===== src/rtl/sonic_addr_pkg.sv =====
// Shared constants and types for the sonic address sequencer slice.
package sonic_addr_pkg;

  localparam int unsigned ADDR_W = 13;
  localparam int unsigned CNT_W  = 14;

  typedef logic [ADDR_W-1:0] addr_t;

  typedef enum logic [1:0] {
    IDLE,
    RUN,
    FIN
  } seq_state_e;

endpackage


===== src/rtl/sonic_addr_wrap_counter.sv =====
// Registered ring address with load and wrap-to-0 increment.
// Optional SONIC_ADDR_SEQ_PARITY_EN adds a registered even-parity bit.
module sonic_addr_wrap_counter #(
  parameter int unsigned ADDR_W = sonic_addr_pkg::ADDR_W
) (
  input  logic              clk,
  input  logic              rst_n,
  input  logic              load,
  input  logic              inc,
  input  logic [ADDR_W-1:0] load_val,
  input  logic [ADDR_W-1:0] last,
  output logic [ADDR_W-1:0] addr
`ifdef SONIC_ADDR_SEQ_PARITY_EN
  ,
  output logic              addr_par
`endif
);

  logic [ADDR_W-1:0] addr_q, addr_d;

  always_comb begin
    addr_d = addr_q;
    if (load) begin
      addr_d = load_val;
    end else if (inc) begin
      addr_d = (addr_q == last) ? '0 : addr_q + ADDR_W'(1);
    end
  end

  always_ff @(posedge clk or negedge rst_n) begin
    if (!rst_n) begin
      addr_q <= '0;
    end else begin
      addr_q <= addr_d;
    end
  end

  assign addr = addr_q;

`ifdef SONIC_ADDR_SEQ_PARITY_EN
  logic par_q;

  // Parity tracks addr_d every cycle, so it stays in lockstep with addr_q.
  always_ff @(posedge clk or negedge rst_n) begin
    if (!rst_n) begin
      par_q <= 1'b0;
    end else begin
      par_q <= ^addr_d;
    end
  end

  assign addr_par = par_q;
`endif

endmodule


===== src/rtl/sonic_address_sequencer.sv =====
// Ring address generator feeding sonic_address_converter over valid/ready.
// Optional SONIC_ADDR_SEQ_PARITY_EN adds addr_par / par_err_inject.
module sonic_address_sequencer #(
  parameter int unsigned ADDR_W = sonic_addr_pkg::ADDR_W,
  parameter int unsigned CNT_W  = sonic_addr_pkg::CNT_W
) (
  input  logic              clk,
  input  logic              rst_n,
  input  logic [ADDR_W-1:0] cfg_base,
  input  logic [ADDR_W-1:0] cfg_last,
  input  logic [CNT_W-1:0]  cfg_len,
  input  logic              start,
  input  logic              abort,
  output logic [ADDR_W-1:0] addr_out,
  output logic              addr_valid,
  input  logic              addr_ready,
  output logic              busy,
  output logic              done,
  output logic [CNT_W-1:0]  sent_cnt
`ifdef SONIC_ADDR_SEQ_PARITY_EN
  ,
  output logic              addr_par,
  input  logic              par_err_inject
`endif
);

  import sonic_addr_pkg::*;

  seq_state_e        state_q, state_d;
  logic [CNT_W-1:0]  len_q, len_d;
  logic [CNT_W-1:0]  cnt_q, cnt_d;
  logic [CNT_W-1:0]  cnt_inc;
  logic [ADDR_W-1:0] last_q, last_d;
  logic              done_q, done_d;
  logic              load, inc, hs;

  // Valid is exactly "in RUN": it rises on start and falls only on the final beat or abort.
  assign addr_valid = (state_q == RUN);
  assign busy       = (state_q == RUN);
  assign done       = done_q;
  assign sent_cnt   = cnt_q;
  assign hs         = addr_valid && addr_ready;
  assign cnt_inc    = cnt_q + CNT_W'(1);

  always_comb begin
    state_d = state_q;
    len_d   = len_q;
    cnt_d   = cnt_q;
    last_d  = last_q;
    done_d  = 1'b0;
    load    = 1'b0;
    inc     = 1'b0;
    case (state_q)
      IDLE: begin
        if (start) begin
          if (cfg_len != '0) begin
            load    = 1'b1;
            len_d   = cfg_len;
            last_d  = cfg_last;
            cnt_d   = '0;
            state_d = RUN;
          end else begin
            done_d = 1'b1;
          end
        end
      end
      RUN: begin
        if (hs) begin
          cnt_d = cnt_inc;
          if (cnt_inc == len_q) begin
            state_d = FIN;
            done_d  = 1'b1;
          end else begin
            inc = 1'b1;
          end
        end
        if (abort) begin
          state_d = FIN;
          done_d  = 1'b1;
        end
      end
      FIN: begin
        state_d = IDLE;
      end
      default: begin
        state_d = IDLE;
      end
    endcase
  end

  always_ff @(posedge clk or negedge rst_n) begin
    if (!rst_n) begin
      state_q <= IDLE;
      len_q   <= '0;
      cnt_q   <= '0;
      last_q  <= '0;
      done_q  <= 1'b0;
    end else begin
      state_q <= state_d;
      len_q   <= len_d;
      cnt_q   <= cnt_d;
      last_q  <= last_d;
      done_q  <= done_d;
    end
  end

`ifdef SONIC_ADDR_SEQ_PARITY_EN
  logic par_raw;

  sonic_addr_wrap_counter #(
    .ADDR_W(ADDR_W)
  ) u_wrap (
    .clk      (clk),
    .rst_n    (rst_n),
    .load     (load),
    .inc      (inc),
    .load_val (cfg_base),
    .last     (last_q),
    .addr     (addr_out),
    .addr_par (par_raw)
  );

  assign addr_par = par_raw ^ par_err_inject;
`else
  sonic_addr_wrap_counter #(
    .ADDR_W(ADDR_W)
  ) u_wrap (
    .clk      (clk),
    .rst_n    (rst_n),
    .load     (load),
    .inc      (inc),
    .load_val (cfg_base),
    .last     (last_q),
    .addr     (addr_out)
  );
`endif

endmodule


===== config.mk =====
export PLATFORM = sky130hd
export DESIGN_NAME = sonic_address_sequencer
export DESIGN_NICKNAME = d
export VERILOG_FILES = /design/src/rtl/sonic_addr_pkg.sv /design/src/rtl/sonic_addr_wrap_counter.sv /design/src/rtl/sonic_address_sequencer.sv
export SDC_FILE = /design/constraint.sdc
export NUM_CORES = 1
export LEC_CHECK = 0
export CAP_MARGIN = 30
export CORE_UTILIZATION = 50
export CTS_CLUSTER_DIAMETER = 200
export DETAILED_ROUTE_END_ITERATION = 6
export PLACE_DENSITY_LB_ADDON = 0.2
export SYNTH_ARGS = -nofsm -noshare
export SYNTH_HDL_FRONTEND = slang
export SYNTH_SLANG_ARGS = --single-unit

===== constraint.sdc =====
create_clock -name clk -period 3.1 [get_ports clk]
set_input_delay 0.31 -clock clk [delete_from_list [all_inputs] [get_ports clk]]
set_output_delay 0.31 -clock clk [all_outputs]
set_load 0.005 [all_outputs]

==> run metrics, run 1 <==
status=finished, final reports clean; I/O Buffers=74; Max clock buf depth=2; DRT antenna net count=0; most frequent cell after synthesis=nand2_1; P_leak=0.00185 µW; EDFF count, synth=0; largest net degree at the start of global routing=50; CTS sink cnt=57; Setup Fix Bufs, Post-CTS=0; slowest CP cell=or4b_2; CTS tree=built; total power=3140 µW; Post-Synth XOR/XNOR Area=7.76%; Synth Warn #=0; Clock power frac=between 20% and 30%; internal power=2000 µW; GRT Max-Usage Layer=met1; r2r startpoint=sent_cnt[0]; crit path cell chain=ha_2 -> nand4_1 -> nor2_1 -> and4_1 -> nand2_1 -> o211a_1 -> a31o_4 -> or4b_2 -> a31oi_1; RSZ-0062 raised after global routing=no; main combinational cell family by area after synthesis=simple AND/OR/NAND/NOR gates; met2 Usage GRT=36.7%; die height=82.9 µm; clock skew=11.5 ps; layout cell share with drive strength beyond 1=9.81%; sum of negative setup slack=0 ps; GRT Overall Usage=25.9%; gpl congestion=0.923; reg-to-reg endpoint=u_wrap.addr[10]; core area=6350 µm²; Mapped Nets=436; Critical Path AT=between 3000 and 4000 ps; synthesized cell area=~3300 µm²; H-tree depth=3; Seq pwr share=41.4%; I/O pin cnt=75; synthesized flop and latch total=57; fin. max-slew vios=0; Fin. Hold Viols=0; Tmin final=slightly below 3000 ps; worst-path fanout max=24; Setup CP Type=register to register; area share of fa/ha/maj cells after synthesis=less than 1%; sequential share of the synthesized area=43.6%; Top FF cell, synth=dfrtp_1; Final Cycle Share=between 90 and 100%; first-pass GRT wire length=14.3 mm; CTS Buf Count=9; hpwl dp=5.95 mm; row count=29; worst hold-check path type=input port to async pin; DRC violations left=0; root cell of the clock tree=clkbuf_8; Worst-path clk slew=70 ps; Sequential Area=between 1000 and 1500 µm²; die area=6870 µm²; Relative slew margins=67.6%; Iteration-0 DRC Markers=272; actual slew at the worst max-slew pin=~500 ps; CP max stage delay=620 ps; commonest cells in the netlist=nand2_1, dfrtp_1, nor2_1, o21ai_0, xnor2_1; nets@finish=about 500; synthesis-to-finish area growth=31.4%; met3 Track Usage GR=4.97%; total number of vias=about 3200; Synth Area in Simple Gates=29.4%; crit end category=register; die width=82.9 µm; Avg WL per Cell=15.2 µm; area of the multi-input gates=1730 µm²; via/cell ratio=5.77; R2R depth=9; Post-synth ARST share=100%; fillers=527; Routed Wire Length=8.30 mm; CP Data Required Time=about 3400 ps; Comb pwr share=35.7%; Synth top area share=between 40% and 50%; drt first pass iters=5; grt met1 use=39.2%; final setup violation count=0; MaxCap Viol Count=0; Switching Share=36.3%; Yosys cell types=49; pwr dens=730 nW/µm²; mux cell area share after synthesis=0%; CP startpoint kind=register; Max Fclk=0.343 GHz; Max VDD drop=0.523 mV; vias in the first global route=2893; Syn Area/Cell=8.41 µm²; top post-synthesis cells by area=dfrtp_1, nand2_1, o21ai_0; GRT overflow=0; initial antenna violation count=0; Yosys top cell by area=dfrtp_1; cell count after synthesis=389; Reg2Reg Setup Slack=roughly 180 ps; Net Sw Power=1140 µW; Clock Latency Late Sink=350 ps; diode count=0; Starting Density=51.5%; Compound-Gate Fraction of Synth Area=14.7%
## repair_timing
action / CTS / global route
hold buffers: 1 / 0
setup endpoints to repair: 0 / 1
gates resized for setup: 0 / 1
endpoints found under the hold margin: 20 / 0
## layout make-up
type                    count  area share (%)
clock buffers              11            3.52
flip-flops and latches     57            33.2
inverters                   2           0.175
multi-input cells         308            40.3
well taps                  77            2.24
clock inverters             5            1.25
repair buffers             86            19.3
## cells in the final DEF (no fill, tap or decap), types with 2 or more instances in the layout
| cell | Yosys | layout |
|---|---|---|
| nand2_1 | 100 | 100 |
| a21oi_1 | 8 | 8 |
| nand4_1 | 6 | 6 |
| clkbuf_8 | 0 | 11 |
| nor3_1 | 2 | 2 |
| and3_1 | 10 | 10 |
| xor2_1 | 12 | 12 |
| o311ai_1 | 2 | 2 |
| o21ai_0 | 32 | 32 |
| or4b_1 | 8 | 8 |
| nor2_1 | 37 | 37 |
| clkdlybuf4s50_1 | 0 | 73 |
| o21ai_2 | 5 | 5 |
| buf_4 | 1 | 11 |
| a211o_1 | 2 | 2 |
| inv_1 | 2 | 2 |
| xnor2_1 | 17 | 17 |
| o211ai_1 | 4 | 4 |
| and2_1 | 3 | 3 |
| nor4_1 | 7 | 6 |
| clkinv_2 | 0 | 3 |
| nand3_1 | 13 | 13 |
| nor2b_1 | 3 | 2 |
| o31ai_1 | 4 | 4 |
| a31oi_1 | 12 | 12 |
| dfrtp_1 | 57 | 57 |
## layer usage
layer / part of all wire (%) / vias up
li1: - / 1508
met1: 48 / 1492
met2: 43 / 139
met3: 7.4 / 13
met4: 1.6 / 0
met5: 0 / -
## power by group through the flow
| stage | combinational (µW) | clock (µW) | sequential [µW] |
|---|---|---|---|
| CTS | 1120 | 727 | 1290 |
| global route | 1260 | 764 | 1330 |
| floorplan | 703 | 0 | 1220 |
| global placement | 1090 | 0 | 1300 |
| finish | 1120 | 718 | 1300 |
| detailed placement | 1120 | 0 | 1300 |
## worst max path at each step
stage / endpoint / start / slack (ps) / depth (start not counted)
2_1_floorplan: u_wrap.addr[10] / sent_cnt[0] / 510 / 9
3_3_place_gp: u_wrap.addr[10] / sent_cnt[0] / 290 / 9
3_5_place_dp: u_wrap.addr[10] / sent_cnt[0] / 200 / 9
4_1_cts: u_wrap.addr[10] / sent_cnt[0] / 170 / 9
5_1_grt: u_wrap.addr[10] / sent_cnt[0] / 20 / 9
6_report: u_wrap.addr[10] / sent_cnt[0] / 180 / 9
## sequential cells by signal, summed over array words and instances, names as in the netlist
| register | flops |
|---|---|
| last_q | 13 |
| state_q | 2 |
| done | 1 |
| len_q | 14 |
| sent_cnt | 14 |
| u_wrap.addr | 13 |
## per-stage QoR
step	area [µm²]	hold WS [ps]	setup WS, ps	std cells	utilization, %
global route	4300	501	18.3	546	67.7
CTS	4300	463	173	546	67.6
floorplan	3270	14.4	512	389	-
global placement	4080	289	285	529	64.3
finish	4300	452	183	546	67.7
detailed placement	4080	286	204	529	64.3
## critical path, delay by kind of cell (launching register included)
kind                       cells  cell delay [ps]
AOI/OAI and AO/OA              3              650
and+or+nand+nor                5             1430
adders and majority gates      1              280
DFF                            1              460
## kinds of logic after synthesis
group                      after synthesis
adders and majority gates                2
DFF                                     57
and+or+nand+nor                        201
AOI/OAI and AO/OA                       76
buffers and inverters                   24
xor gates and xnor gates                29
Note: power is estimated with default switching activity, not from simulation.
==> inputs of run 2 (changes only) <==
- CELL_PAD_IN_SITES_DETAIL_PLACEMENT: default -> 1
- CELL_PAD_IN_SITES_GLOBAL_PLACEMENT: default -> 1
- CORE_UTILIZATION: 50 -> 37
==> run 2 against run 1 <==
- sequential share of layout area down 0.81 points
- sequential power about the same
- core utilization down 15 points
- register-to-register slack about the same
- via count is 2.5% lower
- fmax fell by 0.22%
- routed wire length is 17% higher
- global-route usage decreased by 3.2 points
- clock skew up 0.90 ps
- critical endpoint unchanged
==> run metrics, run 2 (same netlist as run 1, synthesis figures left out) <==
DRC violations left=0 (unchanged); dpl cells=560 (+5.9%); Max VDD drop=0.309 mV (-41%); commonest non-fill, non-tap cell in the layout=nand2_1; Clock Latency Late Sink=340 ps (about the same); Crit path max-delay family=simple AND/OR/NAND/NOR gates; sum of negative setup slack=0 ps (unchanged); pwr dens=759 nW/µm² (+4.1%); fin util=52.6% (-15 points); root cell of the clock tree=clkbuf_8; initial antenna violation count=0 (unchanged); DRT antenna net count=0 (unchanged); Finished Cell Area=4410 µm² (+2.5%); Seq pwr share=38.9% (-2.5 points); total power=3350 µW (+6.7%); Sequential Area=1430 µm² (unchanged); drt first pass iters=4 (-1); area of the multi-input gates=1750 µm² (+0.65%); Avg WL per Cell=16.8 µm (+10%); RSZ-0062 raised after global routing=yes; Routed Wire Length=9.68 mm (+17%); MaxCap Viol Count=0 (unchanged); internal power=2150 µW (+7.7%); placed instance area=4140 µm² (+1.4%); final setup violation count=0 (unchanged); CTS tree=built; Starting Density=39.0% (-12 points); Final Cycle Share=94.3% (+0.21 points); diode count=0 (unchanged); Switching Share=35.7% (-0.60 points); worst hold-check path type=input port to async pin; CP startpoint kind=register; via/cell ratio=5.33 (-7.7%); vias in the first global route=3068 (+6.0%); synthesis-to-finish area growth=34.6%; actual slew at the worst max-slew pin=535 ps (+49.4 ps); nets@finish=514 (+0.59%); I/O pin cnt=75 (unchanged); CP max stage delay=630 ps (about the same); die width=96.0 µm (+16%); die height=96.0 µm (+16%); gpl congestion=0.839 (-9.1%); fillers=1019 (+93%); die area=9220 µm² (+34%); Net Sw Power=1190 µW (+4.9%); CTS sink cnt=57 (unchanged); Worst-path clk slew=70 ps (about the same); commonest non-fill, non-tap cells in the layout=nand2_1, clkdlybuf4s50_1, dfrtp_1; CTS Buf Count=9 (unchanged); Setup CP Type=register to register; CP Data Required Time=3350 ps (about the same); fin. max-slew vios=0 (unchanged); I/O Buffers=74 (unchanged); worst-path fanout max=24 (unchanged); Fin. Hold Viols=0 (unchanged); Relative slew margins=64.3% (-3.3 points); P_leak=0.00187 µW (+1.5%); hpwl dp=7.22 mm (+21%); slowest CP cell=or4b_2; core area=8380 µm² (+32%); Clock power frac=26.2% (+3.3 points); row count=33 (+14%); H-tree depth=3 (unchanged); Max Fclk=0.342 GHz (-0.22%); total number of vias=3074 (-2.5%); Comb pwr share=34.9% (-0.8 points); first-pass GRT wire length=15.8 mm (+11%); Critical Path AT=3170 ps (about the same); Iteration-0 DRC Markers=132 (-51%); GRT Overall Usage=22.8% (-3.2 points); Critical path buffers and inverters=0 (unchanged); largest net degree at the start of global routing=36 (-28%); crit end category=register; Finished Layout Cells=577 (+5.7%); status=finished, final reports clean; crit path cell chain=ha_2 -> nand4_1 -> nor2_2 -> and4_1 -> nand2_1 -> o211a_1 -> a31o_4 -> or4b_2 -> a31oi_1; layout cell share with drive strength beyond 1=10.4% (+0.57 points); clock skew=12.4 ps (+0.904 ps); GRT overflow=0 (unchanged); Max clock buf depth=2 (unchanged); Tmin final=2920 ps (+6.53 ps)
run 2: cell count changes in the layout (fill, tap and decap cells not counted), sizes merged:
cell      before  now
clkinvlp       0    1
bufinv         1    3
clkinv         4    1
buf           12   15
run 2: power groups by stage:
stage	sequential [µW]	clock (µW)	combinational, µW
2_1_floorplan	1220	0	703
3_3_place_gp	1300	0	1110
3_5_place_dp	1320	0	1150
4_1_cts	1300	888	1160
5_1_grt	1340	918	1310
6_report	1300	878	1170
run 2: worst reg2reg max path, stage by stage (launching register included):
cell and delay (ps):
dfrtp_1 450, ha_2 280, nand4_1 190, nor2_2 220
and4_1 300, nand2_1 90, o211a_1 150, a31o_4 340
or4b_2 630, a31oi_1 200
run 2: path summary, 6_finish.rpt:
path | startpoint | end | slack, ps | depth (start not counted)
setup / recovery | sent_cnt[0] | u_wrap.addr[10] | 180 | 9
max in group asynchronous | rst_n | u_wrap.addr[11] | 1740 | 3
hold reg to reg | last_q[9] | last_q[9] | 500 | 2
min in group clk | cfg_last[5] | last_q[5] | 500 | 3
setup reg to reg | sent_cnt[0] | u_wrap.addr[10] | 180 | 9
hold / removal | rst_n | sent_cnt[2] | 490 | 2
run 2: final cells by class:
| type | instances | area share (%) |
|---|---|---|
| well taps | 105 | 2.98 |
| clock inverters | 5 | 2.33 |
| flip-flops and latches | 57 | 32.4 |
| inverters | 2 | 0.170 |
| clock buffers | 11 | 3.21 |
| multi-input cells | 308 | 39.6 |
| repair buffers | 89 | 19.3 |
run 2: metrics by stage:
stage	hold WS (ps)	worst slack, ps
final	486	176
after global routing	497	-47.4
after CTS	487	105
after detailed placement	326	121
after global placement	315	275
after floorplan	14.4	512
run 2: metal layers:
layer  up-vias  track usage (%)  routed length [µm]
met4         0             6.72                  85
met5         -                0                   0
met1      1483             33.2                4910
met2        70             34.8                4370
met3         8             3.32                 313
li1       1513                -                   -
run 2: timing repair:
action | CTS | global route
hold buffers | 1 | 0
setup buffers | 0 | 0
gates resized for setup | 0 | 3
endpoints found under the hold margin | 22 | 0
endpoints found under the setup margin | 0 | 13
